### src/rtl/hs_pkg.sv
// rtl/hs_pkg.sv - shared types and helpers for the handshake stream blocks
package hs_pkg;

   typedef enum logic {ACC, HOLD} upsz_state_t;

   function automatic int clog2_min1(input int n);
      return (n < 2) ? 1 : $clog2(n);
   endfunction

endpackage

### src/rtl/hs_out_reg.sv
// rtl/hs_out_reg.sv - registered valid/ready output slice: load, hold while stalled, clear on take
module hs_out_reg #(
   parameter int W = 8
) (
   input  logic         clk,
   input  logic         rst_n,
   input  logic         load_i,
   input  logic [W-1:0] data_i,
   input  logic         ready_i,
   output logic         free_o,
   output logic         valid_o,
   output logic [W-1:0] data_o
);

   logic         valid_q;
   logic [W-1:0] data_q;

   assign free_o  = !valid_q || ready_i;
   assign valid_o = valid_q;
   assign data_o  = data_q;

   // Payload only changes on load, so it stays stable across any stall.
   always_ff @(posedge clk or negedge rst_n) begin
      if (!rst_n) begin
         valid_q <= 1'b0;
         data_q  <= '0;
      end else if (load_i) begin
         valid_q <= 1'b1;
         data_q  <= data_i;
      end else if (ready_i) begin
         valid_q <= 1'b0;
      end
   end

endmodule

### src/rtl/hs_width_upsizer.sv
// rtl/hs_width_upsizer.sv - packs RATIO narrow beats into one wide word with keep and early-close
module hs_width_upsizer
   import hs_pkg::*;
#(
   parameter int DATA_W = 8,
   parameter int RATIO  = 4
) (
   input  logic                     clk,
   input  logic                     rst_n,
   input  logic                     valid_i,
   input  logic [DATA_W-1:0]        data_i,
   input  logic                     last_i,
   output logic                     ready_o,
   output logic                     valid_o,
   output logic [DATA_W*RATIO-1:0]  data_o,
   output logic [RATIO-1:0]         keep_o,
   output logic                     last_o,
   input  logic                     ready_i
);

   localparam int CNT_W = clog2_min1(RATIO);
   localparam int OUT_W = DATA_W * RATIO;
   localparam int PAY_W = OUT_W + RATIO + 1;

   upsz_state_t        state_q;
   logic [CNT_W-1:0]   cnt_q;
   logic [OUT_W-1:0]   acc_data_q;
   logic [RATIO-1:0]   acc_keep_q;
   logic               acc_last_q;
   logic               ready_q;

   logic [OUT_W-1:0]   lane_data_d;
   logic [RATIO-1:0]   lane_keep_d;
   logic               accept;
   logic               complete;
   logic               out_free;
   logic               load;
   logic [PAY_W-1:0]   load_word;
   logic [PAY_W-1:0]   out_word;

   assign ready_o  = ready_q;
   assign accept   = valid_i && ready_q;
   assign complete = accept && ((cnt_q == CNT_W'(RATIO - 1)) || last_i);

   always_comb begin
      lane_data_d = acc_data_q;
      lane_keep_d = acc_keep_q;
      for (int k = 0; k < RATIO; k++) begin
         if (k == int'(cnt_q)) begin
            lane_data_d[k*DATA_W +: DATA_W] = data_i;
            lane_keep_d[k]                  = 1'b1;
         end
      end
   end

   // In HOLD the parked word drains first; in ACC a completing beat bypasses the accumulator.
   always_comb begin
      load      = 1'b0;
      load_word = {lane_data_d, lane_keep_d, last_i};
      if (state_q == HOLD) begin
         load      = out_free;
         load_word = {acc_data_q, acc_keep_q, acc_last_q};
      end else begin
         load      = complete && out_free;
      end
   end

   always_ff @(posedge clk or negedge rst_n) begin
      if (!rst_n) begin
         state_q    <= ACC;
         cnt_q      <= '0;
         acc_data_q <= '0;
         acc_keep_q <= '0;
         acc_last_q <= 1'b0;
         ready_q    <= 1'b0;
      end else begin
         case (state_q)
            ACC: begin
               ready_q <= 1'b1;
               if (accept) begin
                  if (complete) begin
                     cnt_q <= '0;
                     if (out_free) begin
                        acc_data_q <= '0;
                        acc_keep_q <= '0;
                        acc_last_q <= 1'b0;
                     end else begin
                        acc_data_q <= lane_data_d;
                        acc_keep_q <= lane_keep_d;
                        acc_last_q <= last_i;
                        state_q    <= HOLD;
                        ready_q    <= 1'b0;
                     end
                  end else begin
                     acc_data_q <= lane_data_d;
                     acc_keep_q <= lane_keep_d;
                     cnt_q      <= cnt_q + CNT_W'(1);
                  end
               end
            end
            HOLD: begin
               if (out_free) begin
                  acc_data_q <= '0;
                  acc_keep_q <= '0;
                  acc_last_q <= 1'b0;
                  state_q    <= ACC;
                  ready_q    <= 1'b1;
               end
            end
            default: state_q <= ACC;
         endcase
      end
   end

   hs_out_reg #(.W(PAY_W)) u_out_reg (
      .clk     (clk),
      .rst_n   (rst_n),
      .load_i  (load),
      .data_i  (load_word),
      .ready_i (ready_i),
      .free_o  (out_free),
      .valid_o (valid_o),
      .data_o  (out_word)
   );

   assign data_o = out_word[PAY_W-1 -: OUT_W];
   assign keep_o = out_word[RATIO:1];
   assign last_o = out_word[0];

endmodule
### config.mk
export PLATFORM = sky130hd
export DESIGN_NAME = hs_width_upsizer
export DESIGN_NICKNAME = d
export VERILOG_FILES = /design/src/rtl/hs_pkg.sv /design/src/rtl/hs_out_reg.sv /design/src/rtl/hs_width_upsizer.sv
export SDC_FILE = /design/constraint.sdc
export NUM_CORES = 1
export LEC_CHECK = 0
export ABC_AREA = 1
export CAP_MARGIN = 20
export CORE_UTILIZATION = 40
export CTS_BUF_LIST = sky130_fd_sc_hd__clkbuf_8
export DETAILED_ROUTE_END_ITERATION = 8
export PLACE_DENSITY_LB_ADDON = 0.12
export SYNTH_ARGS = -nofsm -noshare
export SYNTH_HDL_FRONTEND = slang
export SYNTH_SLANG_ARGS = --single-unit
export TNS_END_PERCENT = 1
### constraint.sdc
create_clock -name clk -period 1.8 [get_ports clk]
set_clock_uncertainty 0.1 [all_clocks]
set_input_delay 0.36 -clock clk [delete_from_list [all_inputs] [get_ports clk]]
set_output_delay 0.36 -clock clk [all_outputs]
set_load 0.03 [all_outputs]
Word level (Yosys, flattened, before mapping)
Cells that the tools add are included.
Word-level totals
  bits in registers: 79
  bits of input ports: 13
  output and inout port bits: 39
Cells by class
  add/sub/neg operators: 1
  eq/ne operators: 7
  mux-type cells: 37
  bitwise logic cells: 1
  reductions and logical operators: 11
Operators with widths (count)
  $mux 32: 4
  $pmux 32 s2: 1
  $mux 37: 1
  $mux 8: 4
  $mux 1: 18
  $mux 4: 4
  $pmux 4 s2: 1
  $pmux 1 s2: 3
  $eq 2x2->1 const A: 2
  $ne 2x2->1 const B: 2
  $reduce_and 2->1: 2
  $logic_and 1x1->1: 3
  $reduce_and 3->1: 1
  $add 2x1->2 const B: 1
  $eq 1x2->1 const A: 1
  $eq 2x2->1 const B: 1
  $logic_not 2->1: 1
  $logic_or 1x1->1: 2
  $mux 2: 1
  $ne 2x1->1 const B: 1
  $reduce_bool 2->1: 1
  $logic_not 1->1: 1
  $not 1->1: 1

Longest topological paths before layout
  depth after elaboration: 6
  mapped depth: 11
  depth with buffers taken out: 8

Hierarchy
Synthesis repeated with hierarchy kept, for this count alone.
Second synthesis, totals
  cells, all modules: 590
  area total of the unflattened synthesis: 4246.6 µm²
Modules (own cells, without submodules)
  hs_width_upsizer: times used 1, cells each 429, area each 2772.7 µm², sequential area each 1026.0 µm²
  hs_out_reg: times used 1, cells each 161, area each 1473.9 µm², sequential area each 950.9 µm²

Least setup slack after synthesis
Ideal clock, no wire load.
  path kind: reg-to-reg
  start point: register cnt_q[0]
  end point: register u_out_reg.data_q[14] (netlist: u_out_reg.data_o[14])
  data arrival time: 1.379 ns
  data required time: 1.583 ns
  setup slack: 0.204 ns
  cell stages (with the launch flop): 11
  buffers on the path: 3
  clock period less this slack: 1.596 ns
  cells stage by stage: dfrtp_1 > ha_1 > buf_6 > inv_8 > nand2_4 > nand2_4 > nand2_4 > buf_6 > buf_4 > nand3_1 > nand2_1
Between the ends
  cells in the longest elaborated chain, start to end: 5
  elaborated cells between the ends (all ways): 8
  those cells by class: eq/ne (2); mux (3); reduce/logical (3)
RTL lines
  start: declaration: line hs_width_upsizer.sv:26  | logic [CNT_W-1:0] cnt_q;
  start signal: assignment: line hs_width_upsizer.sv:97  | cnt_q <= cnt_q + CNT_W'(1);
  $eq 2x2->1: line hs_width_upsizer.sv:43  | assign complete = accept && ((cnt_q == CNT_W'(RATIO - 1)) || last_i);
  $logic_or 1x1->1: line hs_width_upsizer.sv:43
  $logic_and 1x1->1: line hs_width_upsizer.sv:43
  $logic_and 1x1->1: line hs_width_upsizer.sv:64  | load = complete && out_free;
  $mux 1: line hs_width_upsizer.sv:60  | if (state_q == HOLD) begin
  end signal: assignment: line hs_out_reg.sv:29  | data_q <= data_i;
  end: declaration: line hs_out_reg.sv:16  | logic [W-1:0] data_q;
Several ways; a longest one is shown, not always the timed one.
A chain may end at the register's enable or synchronous reset.

Worst setup path after layout
  start point: register ready_q (netlist: ready_o)
  end point: output port ready_o
RTL lines
  start: declaration: line hs_width_upsizer.sv:30  | logic ready_q;
  start signal: assignment: line hs_width_upsizer.sv:75  | ready_q <= 1'b0;
  start signal: assignment: line hs_width_upsizer.sv:79  | ready_q <= 1'b1;
  start signal: assignment: line hs_width_upsizer.sv:92  | ready_q <= 1'b0;
  end: declaration: line hs_width_upsizer.sv:13  | output logic ready_o,
No word-level cell between the ends.

==> impl_metrics.json <==
{
  "status": "complete, no violations",
  "synth_edf_count": 0,
  "p_per_area_mw_per_mm2": 1491,
  "dpl_worst_slack_ns": -0.02581,
  "totalWireLength_um": 11360,
  "grt_antenna_before_repair": 0,
  "cp-end-kind": "output port",
  "vdd_drop_max_mv": 0.5512,
  "drive_gt1_share_pct": 10.31,
  "syn_nets": 638,
  "fmax_ghz": 0.6154,
  "ys_types": 24,
  "critical_path_required_ns": 1.34,
  "syn_area_sq_mm": 0.004413,
  "hold_viol": 0,
  "hpwl_um": 7465,
  "drv_cap": 0,
  "cp.arrival_ns": 1.16,
  "fin_area_sq_mm": 0.005296,
  "grt_pass1_vias": 3996,
  "cp_cell_sequence": "dlygate4sd2_1",
  "grt_overflow": 0,
  "ys_seq_area_share_pct": 44.80,
  "swShare_pct": 45.23,
  "synthFlopType": "dfrtp_1",
  "synth.top_cell.area_share_pct": 44.80,
  "comb_power_share_pct": 47.3,
  "postLayoutCoreUtil_pct": 50.40,
  "cts_max_level": 3,
  "gp_congestion": 0.7637,
  "n_antenna_cell": 0,
  "vias": 3924,
  "die_w_um": 107.0,
  "ant_nets": 0,
  "cts_tree": "built",
  "clock_latency_ns": 0.37,
  "worstPathBufferInverterCount": 1,
  "viasPerCell": 4.815,
  "post-route-worst-setup-slack_ns": 0.1751,
  "timing.rr.start": "cnt_q[1]",
  "synthArstFlopShare_pct": 100.0,
  "cts.sinks": 79,
  "max_slew_margin_pct": 75.28,
  "initial_core_util_pct": 41.99,
  "synth_top_cells_by_count": "nand2_1 (268), nand3_1 (107), inv_1 (84), dfrtp_1 (79), buf_2 (15)",
  "yosys_warnings": 0,
  "synth_area_leader_cell": "dfrtp_1",
  "drv_slew": 0,
  "ios": 52,
  "power_switching_w": 0.003570,
  "routedWlPerCell_um": 13.93,
  "p_leak_nw": 3.164,
  "postCtsSetupBuffers": 0,
  "power.total_w": 0.007895,
  "fin_crit_ns": 1.625,
  "pwr-share-seq_pct": 38.0,
  "num_rows": 37,
  "crit_path_max_incr_delay_ns": 0.42,
  "drt_first_iter_violations": 188,
  "synth_cells": 618,
  "final_nets": 694,
  "critPathKind": "flip-flop to output port",
  "p_int_w": 0.004324,
  "yosys_register_bits": 79,
  "drc": 0,
  "synthTopCellsByArea": "dfrtp_1 (45%), nand2_1 (23%), nand3_1 (12%)",
  "setup_viol": 0,
  "crit_fanout": 3,
  "grt_use_total_pct": 22.21,
  "hp-class": "primary input to async pin",
  "dr.pass1.iters": 5,
  "synth.avg_cell_area_sq_um": 7.141,
  "cts-root-buf": "clkbuf_8",
  "top_layer_used": "met4",
  "clkTransAtPathRegs_ns": 0.08,
  "die-area_sq_mm": 0.01146,
  "grt_max_degree": 43,
  "path_delay_family": "buffers and inverters",
  "finalSetupTns_ns": 0,
  "power_frac_clock_pct": 14.7,
  "cts_buffers": 9,
  "grt_pass1_wl_um": 19580,
  "wl_met1_um": 5087,
  "period_share_pct": 90.27,
  "synth_most_common_cell": "nand2_1",
  "start_kind": "flip-flop",
  "coreArea_sq_mm": 0.01051,
  "rsz0062_at_grt": "no",
  "port_buffers": 51,
  "fillers": 1068,
  "clock_path_buffers": 2,
  "tightest_slew_ns": 0.3707,
  "placed_area_sq_mm": 0.005154,
  "die_y_um": 107.0,
  "route.met3.wl_um": 503,
  "wl_met2_um": 5600,
  "syn_to_final_growth_pct": 20.02,
  "crit_start": "ready_o",
  "slowest_stage": "dlygate4sd2_1"
}
state kept, by name, indices dropped and copies added (netlist names):
| signal | flops |
|---|---|
| acc_last_q | 1 |
| cnt_q | 2 |
| u_out_reg.data_o | 37 |
| u_out_reg.valid_o | 1 |
| acc_keep_q | 4 |
| ready_o | 1 |
| acc_data_q | 32 |
| state_q | 1 |
what timing repair did:
item / in CTS / in global routing
gates cloned: 0 / 0
endpoints found under the hold margin: 24 / 0
setup endpoints to repair: 54 / 15
resized for setup: 40 / 3
hold buffers: 1 / 0
worst register-to-register path, cell delays in order, from the launching register on:
cell and delay, ns:
dfrtp_2 0.43, inv_1 0.07, buf_4 0.14, ha_1 0.23, inv_1 0.17, nand2_1 0.08, nand3_1 0.09, nand2_1 0.06
nand3_1 0.06, nand2_1 0.05
area by class of cell:
type,instances,area (sq um),share of cell area (%)
timing repair buffer,77,757.0,14.29
tap,136,170.2,3.213
clock buffer,9,123.9,2.339
sequential,79,1978,37.35
multi-input combinational,418,1882,35.53
inverter,89,345.3,6.520
clock inverter,7,40.04,0.7560
cell usage in the layout, fill, tap and decap left out, types with 2 or more instances in the layout:
| cell | n |
|---|---|
| buf_12 | 8 |
| clkinvlp_4 | 3 |
| nand2_2 | 14 |
| buf_4 | 18 |
| nor2_4 | 2 |
| dlygate4sd2_1 | 39 |
| o21ai_0 | 10 |
| inv_2 | 2 |
| ha_1 | 6 |
| clkinv_2 | 5 |
| clkbuf_8 | 9 |
| clkdlybuf4s50_1 | 11 |
| dfrtp_1 | 78 |
| nand3_1 | 107 |
| nand2_1 | 268 |
| nand2_4 | 3 |
| inv_1 | 84 |
power by group through the flow:
stage	Clock [W]	Sequential, W	Combinational [W]
finish	0.00116	0.00300	0.00373
global route	0.00127	0.00311	0.00421
CTS	0.00120	0.00300	0.00378
detailed placement	0	0.00304	0.00404
global placement	0	0.00302	0.00396
floorplan	0	0.00374	0.00189
path summary, 6_finish.rpt:
kind	end	slack (ns)	depth (start not counted)
worst max register to register	u_out_reg.data_o[19]	0.20	9
worst min register to register	u_out_reg.data_o[2]	0.37	2
worst max-delay path	ready_o	0.18	1
max in group asynchronous	u_out_reg.data_o[33]	0.67	3
worst min-delay path	acc_data_q[9]	0.35	2
min in group clk	u_out_reg.data_o[2]	0.37	2
metal layers:
metal | GRT usage [%] | vias to the layer above
met1 | 27.68 | 1828
met2 | 38.06 | 97
met5 | 0 | -
li1 | - | 1987
met4 | 9.295 | 0
met3 | 3.587 | 12
cell families after synthesis:
group / after synthesis / synth area share [%]
fa+ha+maj: 7 / 1.985
simple gates: 397 / 38.56
flops: 79 / 44.80
buf+inv: 121 / 12.84
compound gates: 14 / 1.815
through the flow:
stage	std cells	hold slack [ns]
floorplan	618	-0.03559
global placement	798	0.2045
detailed placement	798	0.2074
CTS	815	0.3562
global route	815	0.3769
finish	815	0.3526
Power figures use the tool's default switching activity.
